**src/rtl/forward_ctrl_pkg.sv**
```systemverilog
`default_nettype none
// ----------------------------------------------------------------------------
// Module   : forward_ctrl_pkg
// Purpose  : Shared constants for the EX-stage forwarding/hazard controller.
// Revision : 1.0 - initial release
// ----------------------------------------------------------------------------
package forward_ctrl_pkg;

  // Default register-address width (32 architectural registers).
  localparam int REG_ADDR_W_DEFAULT = 5;

  // Operand select encoding for the EX-stage 3-input forwarding mux.
  localparam logic [1:0] FWD_RF    = 2'b00;  // register-file value
  localparam logic [1:0] FWD_EXMEM = 2'b01;  // EX/MEM result (youngest)
  localparam logic [1:0] FWD_MEMWB = 2'b10;  // MEM/WB result

endpackage : forward_ctrl_pkg
`default_nettype wire

```
**src/rtl/forward_ctrl_fwd_compare.sv**
```systemverilog
`default_nettype none
// ----------------------------------------------------------------------------
// Module   : fwd_compare
// Purpose  : Forwarding select for one EX operand. Matches the operand's
//            source address against the EX/MEM and MEM/WB producers; the
//            younger EX/MEM producer wins, and x0 is never forwarded.
// Revision : 1.0 - initial release
// ----------------------------------------------------------------------------
module fwd_compare
  import forward_ctrl_pkg::*;
#(
  parameter int REG_ADDR_W = REG_ADDR_W_DEFAULT
) (
  input  logic [REG_ADDR_W-1:0] src,
  input  logic [REG_ADDR_W-1:0] exmem_rd,
  input  logic                  exmem_reg_write,
  input  logic [REG_ADDR_W-1:0] memwb_rd,
  input  logic                  memwb_reg_write,
  output logic [1:0]            sel
);

  logic w_exmem_hit;
  logic w_memwb_hit;

  assign w_exmem_hit = exmem_reg_write && (exmem_rd != '0) && (exmem_rd == src);
  assign w_memwb_hit = memwb_reg_write && (memwb_rd != '0) && (memwb_rd == src);

  // Priority select: EX/MEM first, then MEM/WB, else register file.
  always_comb begin
    sel = FWD_RF;
    if (w_exmem_hit) begin
      sel = FWD_EXMEM;
    end else if (w_memwb_hit) begin
      sel = FWD_MEMWB;
    end
  end

endmodule : fwd_compare
`default_nettype wire

```
**src/rtl/forward_ctrl.sv**
```systemverilog
`default_nettype none
// ----------------------------------------------------------------------------
// Module   : forward_ctrl
// Purpose  : Shadow-pipeline forwarding and load-use hazard controller.
//            Tracks ID/EX, EX/MEM and MEM/WB copies of register usage and
//            produces EX operand selects plus a one-cycle load-use stall.
// Revision : 1.0 - initial release
// ----------------------------------------------------------------------------
module forward_ctrl
  import forward_ctrl_pkg::*;
#(
  parameter int REG_ADDR_W = REG_ADDR_W_DEFAULT
) (
  input  logic                  clk,
  input  logic                  arst_n,
  input  logic                  enable,
  input  logic                  flush,
  input  logic [REG_ADDR_W-1:0] id_rs1,
  input  logic [REG_ADDR_W-1:0] id_rs2,
  input  logic [REG_ADDR_W-1:0] id_rd,
  input  logic                  id_reg_write,
  input  logic                  id_mem_read,
  output logic [1:0]            fwd_sel_a,
  output logic [1:0]            fwd_sel_b,
  output logic                  stall
);

  // ID/EX shadow
  logic [REG_ADDR_W-1:0] r_idex_rs1;
  logic [REG_ADDR_W-1:0] r_idex_rs2;
  logic [REG_ADDR_W-1:0] r_idex_rd;
  logic                  r_idex_reg_write;
  logic                  r_idex_mem_read;
  // EX/MEM shadow
  logic [REG_ADDR_W-1:0] r_exmem_rd;
  logic                  r_exmem_reg_write;
  logic                  r_exmem_mem_read;
  // MEM/WB shadow
  logic [REG_ADDR_W-1:0] r_memwb_rd;
  logic                  r_memwb_reg_write;

  // Load in EX whose destination is read by the instruction now in ID.
  logic w_load_use;
  assign w_load_use = r_idex_mem_read && (r_idex_rd != '0) &&
                      ((r_idex_rd == id_rs1) || (r_idex_rd == id_rs2));
  assign stall = w_load_use;

  // Shadow pipeline advance; flush squashes ID/EX and EX/MEM, stall
  // injects a bubble into ID/EX only, enable=0 freezes everything.
  always_ff @(posedge clk or negedge arst_n) begin
    if (!arst_n) begin
      r_idex_rs1        <= '0;
      r_idex_rs2        <= '0;
      r_idex_rd         <= '0;
      r_idex_reg_write  <= 1'b0;
      r_idex_mem_read   <= 1'b0;
      r_exmem_rd        <= '0;
      r_exmem_reg_write <= 1'b0;
      r_exmem_mem_read  <= 1'b0;
      r_memwb_rd        <= '0;
      r_memwb_reg_write <= 1'b0;
    end else if (enable) begin
      r_memwb_rd        <= r_exmem_rd;
      r_memwb_reg_write <= r_exmem_reg_write;
      if (flush) begin
        r_exmem_rd        <= '0;
        r_exmem_reg_write <= 1'b0;
        r_exmem_mem_read  <= 1'b0;
      end else begin
        r_exmem_rd        <= r_idex_rd;
        r_exmem_reg_write <= r_idex_reg_write;
        r_exmem_mem_read  <= r_idex_mem_read;
      end
      if (flush || w_load_use) begin
        r_idex_rs1       <= '0;
        r_idex_rs2       <= '0;
        r_idex_rd        <= '0;
        r_idex_reg_write <= 1'b0;
        r_idex_mem_read  <= 1'b0;
      end else begin
        r_idex_rs1       <= id_rs1;
        r_idex_rs2       <= id_rs2;
        r_idex_rd        <= id_rd;
        r_idex_reg_write <= id_reg_write;
        r_idex_mem_read  <= id_mem_read;
      end
    end
  end

  fwd_compare #(.REG_ADDR_W(REG_ADDR_W)) u_cmp_a (
    .src             (r_idex_rs1),
    .exmem_rd        (r_exmem_rd),
    .exmem_reg_write (r_exmem_reg_write),
    .memwb_rd        (r_memwb_rd),
    .memwb_reg_write (r_memwb_reg_write),
    .sel             (fwd_sel_a)
  );

  fwd_compare #(.REG_ADDR_W(REG_ADDR_W)) u_cmp_b (
    .src             (r_idex_rs2),
    .exmem_rd        (r_exmem_rd),
    .exmem_reg_write (r_exmem_reg_write),
    .memwb_rd        (r_memwb_rd),
    .memwb_reg_write (r_memwb_reg_write),
    .sel             (fwd_sel_b)
  );

endmodule : forward_ctrl
`default_nettype wire

```
**config.mk**
```make
export PLATFORM = sky130hd
export DESIGN_NAME = forward_ctrl
export DESIGN_NICKNAME = d
export VERILOG_FILES = /design/src/rtl/forward_ctrl_pkg.sv /design/src/rtl/forward_ctrl_fwd_compare.sv /design/src/rtl/forward_ctrl.sv
export SDC_FILE = /design/constraint.sdc
export NUM_CORES = 1
export LEC_CHECK = 0
export BUFFER_PORTS_ARGS = -buffer_cell sky130_fd_sc_hd__buf_2
export CORE_ASPECT_RATIO = 0.6
export CORE_MARGIN = 2
export CORE_UTILIZATION = 60
export CTS_CLUSTER_SIZE = 40
export DETAILED_ROUTE_END_ITERATION = 7
export PLACE_DENSITY = 0.91
export SYNTH_ARGS = -nofsm -noshare
export SYNTH_HDL_FRONTEND = slang
export SYNTH_HIERARCHICAL = 1
export SYNTH_SLANG_ARGS = --single-unit
export TNS_END_PERCENT = 10
```
**constraint.sdc**
```tcl
create_clock -name clk -period 4.6 [get_ports clk]
set_input_delay 0.46 -clock clk [delete_from_list [all_inputs] [get_ports clk]]
set_output_delay 0.46 -clock clk [all_outputs]
set_load 0.01 [all_outputs]
```
==> run_summary.xml <==
<?xml version="1.0" encoding="UTF-8"?>
<metrics>
  <group name="global_route">
    <metric name="number_of_global_route_vias_before_repair" unit="">1311</metric>
    <metric name="groute.layer.met2.usage" unit="">0.388</metric>
    <metric name="grt_max_degree" unit="">35</metric>
    <metric name="grt_pass1_wl" unit="mm">6.40</metric>
    <metric name="gr-total-overflow" unit="">0</metric>
    <metric name="groute.layer.met1.usage" unit="">0.379</metric>
    <metric name="grt_antenna_before_repair" unit="">0</metric>
    <metric name="gr-usage-met3" unit="">0.0686</metric>
    <metric name="grtUsageTotal" unit="">0.263</metric>
    <metric name="grt.busiest_layer" unit="">met2</metric>
  </group>
  <group name="synthesis">
    <metric name="ys_seq_area_frac" unit="">0.414</metric>
    <metric name="average_footprint_of_a_synthesized_cell" unit="µm²">10.0</metric>
    <metric name="post_synth_instance_area" unit="µm²">1750</metric>
    <metric name="synth_simple_gate_area_share" unit="">0.139</metric>
    <metric name="largest_family_of_logic_cells_by_synthesized_area" unit="">compound AO/OA/AOI/OAI gates</metric>
    <metric name="multiplexer_area_fraction_after_synthesis" unit="">0.0386</metric>
    <metric name="ys.warnings.count" unit="">6</metric>
    <metric name="synthDominantAreaCellType" unit="">sky130_fd_sc_hd__dfrtp_1</metric>
    <metric name="synthesis.nets" unit="">196</metric>
    <metric name="cells_after_synth" unit="">175</metric>
    <metric name="synth.top_cells.by_area" unit="">sky130_fd_sc_hd__dfrtp_1 41%, sky130_fd_sc_hd__xnor2_1 10%, sky130_fd_sc_hd__a32oi_1 8.5%, sky130_fd_sc_hd__nand2_1 4.9%, sky130_fd_sc_hd__o21ai_2 4.5%</metric>
    <metric name="post_synthesis_sequential_element_count" unit="">29</metric>
    <metric name="synth_compound_area_frac" unit="">0.225</metric>
    <metric name="post_synth_num_cell_types" unit="">28</metric>
    <metric name="yosys.area_share.xor_xnor" unit="">0.130</metric>
    <metric name="synth_top_cell_area_share" unit="">0.414</metric>
    <metric name="synth-adder-area-share" unit="">0</metric>
  </group>
  <group name="routing">
    <metric name="detail-route-antenna-nets" unit="">0</metric>
    <metric name="drc" unit="">0</metric>
    <metric name="overall_via_count_from_detail_route" unit="">1444</metric>
    <metric name="wire_per_inst" unit="µm">17.0</metric>
    <metric name="drt-pass1-iter-count" unit="">4</metric>
    <metric name="wirelength" unit="mm">3.93</metric>
    <metric name="drt_iter0_markers" unit="">96</metric>
    <metric name="drt-vias-per-instance" unit="">6.25</metric>
  </group>
  <group name="timing">
    <metric name="holdWs" unit="ps">193</metric>
    <metric name="setup_total_negative_slack" unit="ps">0</metric>
    <metric name="final-max-slew-violation-count" unit="">0</metric>
    <metric name="grt_setup_unrepaired" unit="">no</metric>
    <metric name="final_hold_viol_count" unit="">0</metric>
    <metric name="fmax" unit="MHz">382</metric>
    <metric name="fin_skew" unit="ps">2.15</metric>
    <metric name="finalSetupViolCount" unit="">0</metric>
    <metric name="timing.final.crit_period" unit="ps">2620</metric>
    <metric name="post-route-period-util" unit="">0.569</metric>
    <metric name="maxSlewHeadroom" unit="">0.228</metric>
    <metric name="max_slew.worst_pin.slew" unit="ps">1160</metric>
  </group>
  <group name="clock_tree">
    <metric name="cts-resized-gates" unit="">0</metric>
    <metric name="cts.sinks" unit="">29</metric>
    <metric name="ctsLongestPathBuffers" unit="">2</metric>
    <metric name="cts_max_level" unit="">2</metric>
    <metric name="cts_hold_buffers" unit="">0</metric>
    <metric name="cts_root_buf" unit="">sky130_fd_sc_hd__clkbuf_8</metric>
    <metric name="post-cts-setup-buffer-count" unit="">0</metric>
    <metric name="cts_inserted_buffers" unit="">5</metric>
    <metric name="tritoncts_clock_tree" unit="">yes</metric>
    <metric name="clkTransAtPathRegs" unit="ps">60</metric>
    <metric name="clk-insertion-delay-late" unit="ps">280</metric>
  </group>
  <group name="die">
    <metric name="floorplan.die.width" unit="µm">73.8</metric>
    <metric name="core_area" unit="µm²">2820</metric>
    <metric name="initial_utilization" unit="">0.622</metric>
    <metric name="die_h" unit="µm">45.9</metric>
    <metric name="design.portCount" unit="">26</metric>
    <metric name="overall_die_area" unit="µm²">3380</metric>
    <metric name="placement_rows" unit="">15</metric>
  </group>
  <group name="outcome">
    <metric name="outcome" unit="">completed</metric>
  </group>
  <group name="pwr">
    <metric name="power.switching" unit="W">0.000243</metric>
    <metric name="power_switching_share" unit="">0.324</metric>
    <metric name="p_int" unit="W">0.000507</metric>
    <metric name="max-vdd-ir-drop" unit="mV">0.222</metric>
    <metric name="power_leakage" unit="nW">0.804</metric>
    <metric name="pwr-share-clk" unit="">0.308</metric>
    <metric name="power.density_cell_area" unit="nW/µm²">384</metric>
    <metric name="combinationalPowerShare" unit="">0.230</metric>
    <metric name="sequentialPowerShare" unit="">0.462</metric>
  </group>
  <group name="setup_path">
    <metric name="cp_max_fo" unit="">18</metric>
    <metric name="critical_path_arrival" unit="ps">2160</metric>
    <metric name="worst_setup_path_end_kind" unit="">primary output</metric>
    <metric name="cp-start-kind" unit="">flop</metric>
    <metric name="critical_path.top_delay_family" unit="">compound AO/OA/AOI/OAI gates</metric>
    <metric name="worstPathBufferInverterCount" unit="">1</metric>
    <metric name="critical-path-max-stage-delay" unit="ps">750</metric>
    <metric name="worstPathCellList" unit="">xnor2_1 -&gt; nand3_1 -&gt; o22ai_2 -&gt; nor2b_1 -&gt; buf_2</metric>
    <metric name="worst_path_max_delay_cell" unit="">sky130_fd_sc_hd__o22ai_2</metric>
    <metric name="worst_ep_required_time" unit="ps">4140</metric>
    <metric name="worstSetupPathType" unit="">flop to primary output</metric>
  </group>
  <group name="place">
    <metric name="dp.final_hpwl" unit="mm">2.84</metric>
    <metric name="place.gp.congestion" unit="">0.874</metric>
    <metric name="io_buffer_count" unit="">25</metric>
  </group>
  <group name="final_layout">
    <metric name="nFillCells" unit="">213</metric>
    <metric name="antenna_cells_inserted" unit="">0</metric>
    <metric name="syn2layout_area_growth" unit="%">11.6</metric>
    <metric name="final_nets" unit="">217</metric>
    <metric name="final_layout_size_suffix_gt1_frac" unit="">0.299</metric>
  </group>
  <group name="run">
    <metric name="max_cap_viol_count" unit="">0</metric>
  </group>
  <group name="worst_hold_path">
    <metric name="min-delay-path-class" unit="">input pin to async pin</metric>
  </group>
</metrics>
[worst register-to-register path, stage by stage (launching register included)]
cell                      delay [ps]
sky130_fd_sc_hd__dfrtp_1         480
sky130_fd_sc_hd__xnor2_1         190
sky130_fd_sc_hd__nand3_1         100
sky130_fd_sc_hd__o22ai_2         750
sky130_fd_sc_hd__o21ai_0         240
[power groups by stage]
| stage | combinational, W | clock (W) | sequential [W] |
|---|---|---|---|
| 2_1_floorplan | 0.000141 | 0 | 0.000330 |
| 6_report | 0.000173 | 0.000231 | 0.000347 |
| 3_3_place_gp | 0.000162 | 0 | 0.000347 |
| 3_5_place_dp | 0.000172 | 0 | 0.000350 |
| 5_1_grt | 0.000189 | 0.000245 | 0.000352 |
| 4_1_cts | 0.000172 | 0.000234 | 0.000346 |
[cells in the mapped netlist, drive strengths merged]
master	instances
dfrtp	29
xnor2	20
nand2	23
nor2	3
a211oi	2
o41ai	2
nor4	2
o21ai	24
nand3	6
or4	1
clkbuf	2
nor3	6
nand3b	6
a32oi	17
nor2b	1
xor2	6
a21oi	2
inv	7
o22ai	1
mux2	6
buf	9
[layout make-up]
type | instances | area [µm²] | area share
Multi-Input combinational cell | 128 | 935 | 0.478
Sequential cell | 29 | 726 | 0.371
Timing Repair Buffer | 25 | 125 | 0.0640
Clock buffer | 7 | 96.3 | 0.0493
Tap cell | 34 | 42.5 | 0.0218
Inverter | 7 | 26.3 | 0.0134
Clock inverter | 1 | 5.00 | 0.00256
[metal layers]
layer | part of all wire | routed length (µm)
met1 | 0.46 | 1820
met2 | 0.44 | 1740
met3 | 0.080 | 314
met4 | 0.014 | 54
met5 | 0 | 0
[stage by stage]
| stage | total power [W] | setup slack, ps | util | cell area (µm²) | instances |
|---|---|---|---|---|---|
| after floorplan | 0.000471 | 2740 | - | 1750 | 175 |
| after global placement | 0.000509 | 2290 | 0.659 | 1850 | 223 |
| after detailed placement | 0.000521 | 2190 | 0.659 | 1850 | 223 |
| after CTS | 0.000752 | 1960 | 0.695 | 1960 | 231 |
| after global routing | 0.000787 | 1820 | 0.695 | 1960 | 231 |
| final | 0.000750 | 1980 | 0.695 | 1960 | 231 |
[layout by cell type, fill, tap and decap left out, types with 2 or more instances in the layout]
master and instances:
sky130_fd_sc_hd__clkbuf_8 7, sky130_fd_sc_hd__o21ai_2 9, sky130_fd_sc_hd__dfrtp_1 29, sky130_fd_sc_hd__nor4_1 2, sky130_fd_sc_hd__a21oi_1 2, sky130_fd_sc_hd__a32oi_1 17
sky130_fd_sc_hd__inv_1 6, sky130_fd_sc_hd__nor2_1 2, sky130_fd_sc_hd__nand3b_1 6, sky130_fd_sc_hd__o41ai_2 2, sky130_fd_sc_hd__nand3_1 6, sky130_fd_sc_hd__xor2_1 6
sky130_fd_sc_hd__a211oi_2 2, sky130_fd_sc_hd__xnor2_1 20, sky130_fd_sc_hd__nand2_1 23, sky130_fd_sc_hd__mux2_2 6, sky130_fd_sc_hd__o21ai_0 14, sky130_fd_sc_hd__nor3_2 2
sky130_fd_sc_hd__nor3_1 4, sky130_fd_sc_hd__buf_2 25
[registers in the layout (all words and copies together) (netlist names)]
signal             count
r_idex_mem_read        1
r_idex_rs1             5
r_exmem_rd             5
r_idex_reg_write       1
r_exmem_reg_write      1
r_idex_rs2             5
r_memwb_reg_write      1
r_memwb_rd             5
r_idex_rd              5
[cell families after synthesis]
kind of cell | after synthesis
buffers and inverters | 18
multiplexers | 6
AO/OA/AOI/OAI | 48
AND/OR/NAND/NOR | 48
flip-flops | 29
XOR/XNOR | 26
[worst paths after layout]
check	to	slack, ps	depth (start not counted)	startpoint
setup / recovery	stall	1980	5	r_idex_rd[3]
hold / removal	r_memwb_reg_write	190	1	arst_n
setup reg to reg	r_idex_rs2[0]	2670	4	r_idex_rd[3]
hold reg to reg	r_idex_reg_write	520	2	r_idex_reg_write
max in group asynchronous	r_memwb_rd[4]	3990	1	arst_n
min in group clk	r_idex_rd[3]	430	3	id_rd[3]
Power figures use the tool's default switching activity.
